[config.mk]
export PLATFORM = sky130hd
export DESIGN_NAME = bcd_conv_arbiter
export DESIGN_NICKNAME = d
export VERILOG_FILES = /design/src/rtl/bcd_arb_pkg.sv /design/src/rtl/bcd_conv_arbiter_rr_pick.sv /design/src/rtl/bcd_conv_arbiter.sv
export SDC_FILE = /design/constraint.sdc
export NUM_CORES = 1
export LEC_CHECK = 0
export BUFFER_PORTS_ARGS = -buffer_cell sky130_fd_sc_hd__buf_2
export CAP_MARGIN = 20
export CORE_ASPECT_RATIO = 1.4
export CORE_UTILIZATION = 53
export DETAILED_ROUTE_END_ITERATION = 8
export PLACE_DENSITY_LB_ADDON = 0.12
export REMOVE_ABC_BUFFERS = 1
export SLEW_MARGIN = 20
export SYNTH_ARGS = -nofsm -noshare
export SYNTH_HDL_FRONTEND = slang
export SYNTH_SLANG_ARGS = --single-unit
[constraint.sdc]
create_clock -name clk -period 3.6 [get_ports clk]
set_input_delay 0.36 -clock clk [delete_from_list [all_inputs] [get_ports clk]]
set_output_delay 0.36 -clock clk [all_outputs]
set_load 0.1 [all_outputs]
[src/rtl/bcd_arb_pkg.sv]
// bcd_arb_pkg: shared widths and FSM state encodings for the BCD converter arbiter
package bcd_arb_pkg;
  localparam int BIN_W = 12;
  localparam int BCD_W = 16;
  typedef enum logic [2:0] {
    S_DRAIN = 3'd0,
    S_IDLE  = 3'd1,
    S_ISSUE = 3'd2,
    S_WAIT  = 3'd3,
    S_GAP   = 3'd4
  } state_e;
endpackage

[src/rtl/bcd_conv_arbiter_rr_pick.sv]
// rr_pick: combinational round-robin search starting just after the last granted channel
module rr_pick #(
  parameter int N = 4,
  localparam int PW = $clog2(N)
) (
  input  logic [N-1:0]  req_i,
  input  logic [PW-1:0] ptr_i,
  output logic [PW-1:0] winner_o,
  output logic          any_req_o
);
  function automatic logic [PW-1:0] wrap(input int s);
    return PW'(s >= N ? s - N : s);
  endfunction
  always_comb begin
    winner_o = '0;
    for (int k = N; k >= 1; k--)
      if (req_i[wrap(int'(ptr_i) + k)]) winner_o = wrap(int'(ptr_i) + k);
    any_req_o = |req_i;
  end
endmodule

[src/rtl/bcd_conv_arbiter.sv]
// bcd_conv_arbiter: round-robin sharing of one serial binary-to-BCD converter among N requesters
module bcd_conv_arbiter
  import bcd_arb_pkg::*;
#(
  parameter int N = 4,
  parameter int TIMEOUT = 128
) (
  input  logic                 clk,
  input  logic                 rst,
  input  logic [N-1:0]         req,
  input  logic [N*BIN_W-1:0]   bin_flat,
  output logic [N-1:0]         ack,
  output logic [N*BCD_W-1:0]   bcd_flat,
  output logic [N-1:0]         valid,
  output logic                 busy,
  output logic                 timeout_err,
  output logic                 conv_en,
  output logic [BIN_W-1:0]     conv_bin,
  input  logic [BCD_W-1:0]     conv_bcd,
  input  logic                 conv_rdy
);
  localparam int PW = $clog2(N);
  localparam int TW = $clog2(TIMEOUT) + 1;
  state_e           state_q;
  logic [PW-1:0]    ptr_q, win_q, pick;
  logic             any;
  logic [TW-1:0]    timer_q;
  logic [N-1:0]     ack_q, valid_q;
  logic [BCD_W-1:0] bcd_q [N];
  logic             conv_en_q, err_q;
  logic [BIN_W-1:0] conv_bin_q;
  rr_pick #(.N(N)) u_pick (
    .req_i    (req),
    .ptr_i    (ptr_q),
    .winner_o (pick),
    .any_req_o(any)
  );
  always_ff @(posedge clk) begin
    if (rst) begin
      state_q    <= S_DRAIN;
      ptr_q      <= PW'(N - 1);
      win_q      <= '0;
      timer_q    <= '0;
      ack_q      <= '0;
      valid_q    <= '0;
      bcd_q      <= '{default: '0};
      conv_en_q  <= 1'b0;
      conv_bin_q <= '0;
      err_q      <= 1'b0;
    end else begin
      ack_q     <= '0;
      conv_en_q <= 1'b0;
      case (state_q)
        S_DRAIN: begin
          timer_q <= timer_q + 1'b1;
          if (timer_q == TW'(TIMEOUT - 1)) state_q <= S_IDLE;
        end
        S_IDLE: if (any) begin
          state_q        <= S_ISSUE;
          win_q          <= pick;
          ptr_q          <= pick;
          timer_q        <= '0;
          ack_q[pick]    <= 1'b1;
          valid_q[pick]  <= 1'b0;
          conv_en_q      <= 1'b1;
          conv_bin_q     <= bin_flat[pick*BIN_W +: BIN_W];
        end
        S_ISSUE: state_q <= S_WAIT;
        S_WAIT: begin
          if (conv_rdy) begin
            bcd_q[win_q]   <= conv_bcd;
            valid_q[win_q] <= 1'b1;
            state_q        <= S_GAP;
          end else if (timer_q == TW'(TIMEOUT - 1)) begin
            err_q   <= 1'b1;
            state_q <= S_GAP;
          end else timer_q <= timer_q + 1'b1;
        end
        default: state_q <= S_IDLE;
      endcase
    end
  end
  assign ack         = ack_q;
  assign valid       = valid_q;
  assign busy        = state_q != S_IDLE;
  assign timeout_err = err_q;
  assign conv_en     = conv_en_q;
  assign conv_bin    = conv_bin_q;
  for (genvar g = 0; g < N; g++) begin : g_bcd
    assign bcd_flat[g*BCD_W +: BCD_W] = bcd_q[g];
  end
endmodule

## Word-level counts from Yosys, hierarchy flattened

Index checks and enable logic that the tools add are counted.

- Bits in registers: 101
- Latch bits: 0
- Bits in writable memories: 0
- Bits in read-only memories: 0
- Input port bits: 71
- Memories: 0

- Shift operators: 1
- Multipliers: 1
- Divide/modulo/power cells: 0
- $lt $le $gt $ge: 14
- Bitwise logic cells: 7
- Reductions and logical operators: 15
- Equality and inequality tests: 11
- Add/subtract/negate cells: 9
- Mux-type cells: 36

Operators by type and width:

| kind | number |
|---|---|
| 64-bit bitwise mux | 1 |
| 48-bit by 7-bit indexed part select with 12-bit output | 1 |
| 16-bit demux with 2-bit select | 1 |
| 8-bit two-way mux | 3 |
| 8-bit one-hot mux with 3 select lines | 1 |
| 2-bit by 3-bit < comparator with 1-bit output, second input constant | 6 |
| 16-bit two-way mux | 1 |
| 2-bit two-way mux | 8 |
| 3-bit >= comparator, second input constant | 4 |
| 3-bit two-way mux | 4 |
| 3-bit one-hot mux with 4 select lines | 1 |
| 2-bit inequality test, second input constant | 5 |
| 3-bit AND reduction | 3 |
| 8-bit by 1-bit adder with 8-bit output, second input constant | 1 |
| 1-bit binary-select mux with 2-bit select | 4 |
| 8-bit by 7-bit == test with 1-bit output, second input constant | 1 |
| 4-bit two-way mux | 2 |
| 4-bit one-hot mux with 2 select lines | 1 |
| 2-bit by 1-bit subtractor with 2-bit output, second input constant | 4 |
| 1-bit two-way mux | 7 |
| 2-bit by 2-bit adder with 3-bit output, second input constant | 2 |
| 3-bit by 2-bit == test with 1-bit output, second input constant | 2 |
| 2-bit by 3-bit adder with 4-bit output, second input constant | 1 |
| 4-bit bitwise AND | 1 |
| 22 further kinds | 29 |

## Logic depth before layout (Yosys ltp)

- Depth in word-level cells: 17
- Mapped depth: 8
- Gate-level depth less buffers: 6

## Modules after synthesis

Synthesis repeated with hierarchy kept, for this count alone.

- Cell total of the unflattened synthesis: 456
- Area total of the unflattened synthesis: 4200.3 sq um

Modules (own cells, without submodules):

| module | times used | seq. area each (sq um) | cells an instance | area each (sq um) |
|---|---|---|---|---|
| bcd_conv_arbiter | 1 | 2021.9 | 442 | 4108.9 |
| rr_pick | 1 | 0.0 | 14 | 91.3 |

## Least setup slack after synthesis

Ideal clock, no wire load.

- Kind: flip-flop to flip-flop
- Start point: register state_q[0]
- End point: register conv_bin_q[0] (netlist: conv_bin[0])
- Stages on the path, launching flop included: 6
- Library setup time: 103 ps
- Slack: 1790 ps
- Arrival: 1706 ps
- Buffers on the path: 1
- Cells stage by stage: dfxtp_1 or3b_4 nor2_4 buf_4 nor2_1 a2111oi_2

- Cells in the longest elaborated chain, start to end: 2

RTL lines:

| element | RTL line | text |
|---|---|---|
| from (decl) | bcd_conv_arbiter.sv:24 | `state_e state_q;` |
| from (signal assigned) | bcd_conv_arbiter.sv:40 | `state_q <= S_DRAIN;` |
| from (signal assigned) | bcd_conv_arbiter.sv:56 | `if (timer_q == TW'(TIMEOUT - 1)) state_q <= S_IDLE;` |
| from (signal assigned) | bcd_conv_arbiter.sv:59 | `state_q <= S_ISSUE;` |
| 3-bit by 1-bit == test with 1-bit output | bcd_conv_arbiter.sv:53 | `case (state_q)` |
| 2-bit AND reduction (no line) | n/a |  |
| to (signal assigned) | bcd_conv_arbiter.sv:66 | `conv_bin_q <= bin_flat[pick*BIN_W +: BIN_W];` |
| to (decl) | bcd_conv_arbiter.sv:31 | `logic [BIN_W-1:0] conv_bin_q;` |

No other way between the ends.
A chain may end at the register's enable or synchronous reset.

## Worst setup path in the final report

- Start point: register ptr_q[0]
- End point: register conv_bin_q[5] (netlist: conv_bin[5])

- Cells in the longest elaborated chain, start to end: 11

RTL lines:

| element | RTL line | text |
|---|---|---|
| from (decl) | bcd_conv_arbiter.sv:25 | `logic [PW-1:0] ptr_q, win_q, pick;` |
| from (signal assigned) | bcd_conv_arbiter.sv:41 | `ptr_q <= PW'(N - 1);` |
| from (signal assigned) | bcd_conv_arbiter.sv:61 | `ptr_q <= pick;` |
| 2-bit by 3-bit adder with 4-bit output | bcd_conv_arbiter_rr_pick.sv:17 | `if (req_i[wrap(int'(ptr_i) + k)]) winner_o = wrap(int'(ptr_i) + k);` |
| 4-bit by 3-bit >= comparator with 1-bit output or 2-bit by 1-bit subtractor with 2-bit output (tied branches) | bcd_conv_arbiter_rr_pick.sv:12 | `return PW'(s >= N ? s - N : s);` |
| 2-bit two-way mux | bcd_conv_arbiter_rr_pick.sv:12 |  |
| 1-bit binary-select mux with 2-bit select | bcd_conv_arbiter_rr_pick.sv:17 |  |
| 1-bit two-way mux (not written as such) | bcd_conv_arbiter_rr_pick.sv:17 |  |
| 2-bit two-way mux (3 in series) | bcd_conv_arbiter_rr_pick.sv:17 |  |
| 2-bit two-way mux (*) | bcd_conv_arbiter_rr_pick.sv:17 |  |
| 2-bit by 2-bit multiplier with 4-bit output (*) | bcd_conv_arbiter.sv:66 |  |
| 48-bit by 7-bit indexed part select with 12-bit output (*) | bcd_conv_arbiter.sv:66 |  |

Every way passes the cells marked *; elsewhere a longest branch is shown, timed or not. The select of a mux whose other input is x is not followed.

==> impl_metrics.yaml <==
cells_and_area:
  area_delta_synth_final_pct: 23.7
  finish.utilization_pct: 67.5
  layoutNonFillerInstCount: 732
  antenna_cells: 0
  fillCellCount: 679
  layout.nets: 699
  drive_gt1_share_pct: 31.2
global_route:
  grt_use_total_pct: 26.8
  grt_max_degree: 36
  grt_most_used_layer: "met2"
  first_global_vias: 3680
  grt_use_met1_pct: 31.0
  grt_util_met2_pct: 47.9
  grt_pass1_wl_um: 17400
  antenna_found_initial: 0
  grt_util_met3_pct: 3.98
  grt_overflow_total: 0
flow_run:
  drv_cap: 0
logic_synthesis:
  syn_avg_cell_area_sq_um: 8.68
  yosysWarnings: 0
  synthCells: 484
  synth_top_area_share_pct: 48.1
  yosysMostFrequentCell: "nand2_1"
  yosys_most_used_dff: "dfxtp_1"
  yosysTopAreaCell: "dfxtp_1"
  synth-seq-cells: 101
  synth_edf_count: 0
  async_reset_ff_share_pct: 0
  synthesis.area_sq_um: 4200
  synthTopCellsByCount: "106 x nand2_1, 101 x dfxtp_1, 54 x a21oi_1"
  ys_types: 46
  yosysSeqAreaShare_pct: 48.1
  yosys-top-cells-area: "dfxtp_1 48%, nand2_1 9.5%, mux2i_1 7.6%"
critical_path:
  critPathMaxFanout: 21
  required_ns: 3.86
  cp-start-kind: "flip-flop"
  r2r_slack_ns: 1.13
  end_kind: "flip-flop"
  crit_type: "reg2reg"
  critPathMaxStageDelay_ns: 0.56
  reg2reg_to: "conv_bin[5]"
  cp_top_family: "compound AO/OA/AOI/OAI gates"
  slowest_stage: "o21ai_1"
  path_cells: "nor2b_1, o21ai_1, and3_1, buf_4, mux2i_1, a2111oi_1"
  crit_buf_inv: 1
  critPathArrivalTime_ns: 2.73
  r2r-start: "ptr_q[0]"
  reg2regPathDepth: 6
floorplan:
  placeableCoreArea_sq_um: 7700
  die_area_sq_um: 8290
  io_pins: 158
  fp.dieW_um: 77.2
  initial_core_util_pct: 54.5
  num_rows: 38
  die_height_um: 107
sta:
  fin_setup_tns_ns: 0
  holdWs_ns: 0.248
  fin_crit_sh_pct: 68.5
  relSlewSlack_pct: 49.5
  final_hold_viol_count: 0
  setup_viol: 0
  layout_setup_ws_ns: 1.13
  rsz0062_at_grt: "false"
  skew_ns: 0.00776
  fmax_ghz: 0.405
  slew_viol_final: 0
  period_needed_ns: 2.47
  tightest_slew_ns: 0.758
power_and_ir_drop:
  p_per_area_nw_per_um2: 380
  p_leak_nw: 2.41
  peakVddDrop_mv: 0.285
placed_design:
  dpl.hpwl_um: 7660
  globalplace.congestion: 0.803
  place.port_buffers: 157
  place_ws_ns: 0.928
  place_inst: 716
detailed_routing:
  vias: 3923
  via_per_inst: 5.36
  route.detailed.drc: 0
  drtAntennaViolNets: 0
  drt_pre_antenna_iters: 4
  drt-initial-drc-count: 200
  wl_um: 10700
  post_drt_wl_per_cell_um: 14.7
clocking:
  clk_latency_ns: 0.37
  clockBufferDepth: 2
  cts-htree-levels: 3
  cts_resized: 0
  clkTransAtPathRegs_ns: 0.10
  cts.sinks: 101
  cts_setup_buffers: 0
  cts_root_buf: "clkbuf_8"
  cts_buffers: 9
  cts_tree: "yes"
  cts_hold_buf: 0
outcome:
  status: "complete, no violations"
hold_path:
  hp-start: "conv_bcd[7]"
  holdPathStages: 3
  hold_path.class: "in2reg"
  min_to: "bcd_flat[23]"
per-stage QoR:
| step | total power [mW] | area, sq um |
|---|---|---|
| floorplan | 1.19 | 4050 |
| finish | 1.97 | 5200 |
| global route | 2.03 | 5200 |
| global placement | 1.27 | 5000 |
| detailed placement | 1.27 | 5000 |
| CTS | 1.98 | 5200 |
cell families (layout without fill, tap and decap cells):
group	Yosys count	in the layout	synth area share (%)
and+or+nand+nor	199	199	21.1
xor gates and xnor gates	6	6	1.25
AOI/OAI and AO/OA	101	101	16.5
muxes	33	33	7.89
buffers and inverters	43	191	4.77
adders and majority gates	1	1	0.298
DFF	101	101	48.1
metal layers:
metal	share of wire, %	vias up
met2	52	138
met5	0	-
met1	40	1831
met4	2.5	0
met3	5.2	19
li1	-	1935
final cells by class:
cell class                 instances  area [sq um]  share of cell area (%)
clock inverter                     7          75.1                    1.44
tap                              100           125                    2.41
multi-input combinational        340          1980                    38.1
sequential                       101          2020                    38.9
clock buffer                       9           124                    2.38
inverter                          13          48.8                   0.939
timing repair buffer             162           823                    15.8
cells in the final DEF, fill, tap and decap left out, types with 2 or more instances in the layout:
cell type,instances
clkbuf_8,9
o21ai_1,2
nand3_1,4
a211oi_1,13
o221ai_1,3
a21oi_1,54
dfxtp_1,101
buf_2,157
buf_4,5
nand3b_1,4
nor2_1,52
nand2_1,106
nand4_1,5
and3_1,2
a2111oi_2,10
and2_1,4
nand2b_1,5
clkinvlp_4,3
mux2i_1,32
inv_1,13
nor2b_1,5
a31oi_1,9
nor3b_2,2
xor2_1,6
sequential cells by signal (all words and copies together) (netlist names):
register / count
ack: 4
bcd_flat: 64
conv_bin: 12
conv_en: 1
ptr_q: 2
state_q: 3
timeout_err: 1
timer_q: 8
valid: 4
win_q: 2
where the power goes:
group	total [mW]	switching [mW]	internal, mW
registers	1.12	0.00234	1.12
clock network	0.727	0.403	0.323
logic	0.126	0.0725	0.0534
total	1.97	0.478	1.50
worst min-delay path: stages:
cell and delay [ns]:
buf_2 0.12, nand2_1 0.05, a21oi_1 0.05
worst max path at each step:
stage,start,endpoint,slack [ns],cells past startpoint
CTS,ptr_q[0],conv_bin[5],1.13,6
global placement,req[3],conv_bin[5],1.04,7
floorplan,req[1],conv_bin[0],1.04,4
finish,ptr_q[0],conv_bin[5],1.13,6
detailed placement,req[3],conv_bin[5],0.93,7
global route,ptr_q[0],conv_bin[5],0.86,6
No activity file was read; power rests on OpenSTA's default activity.
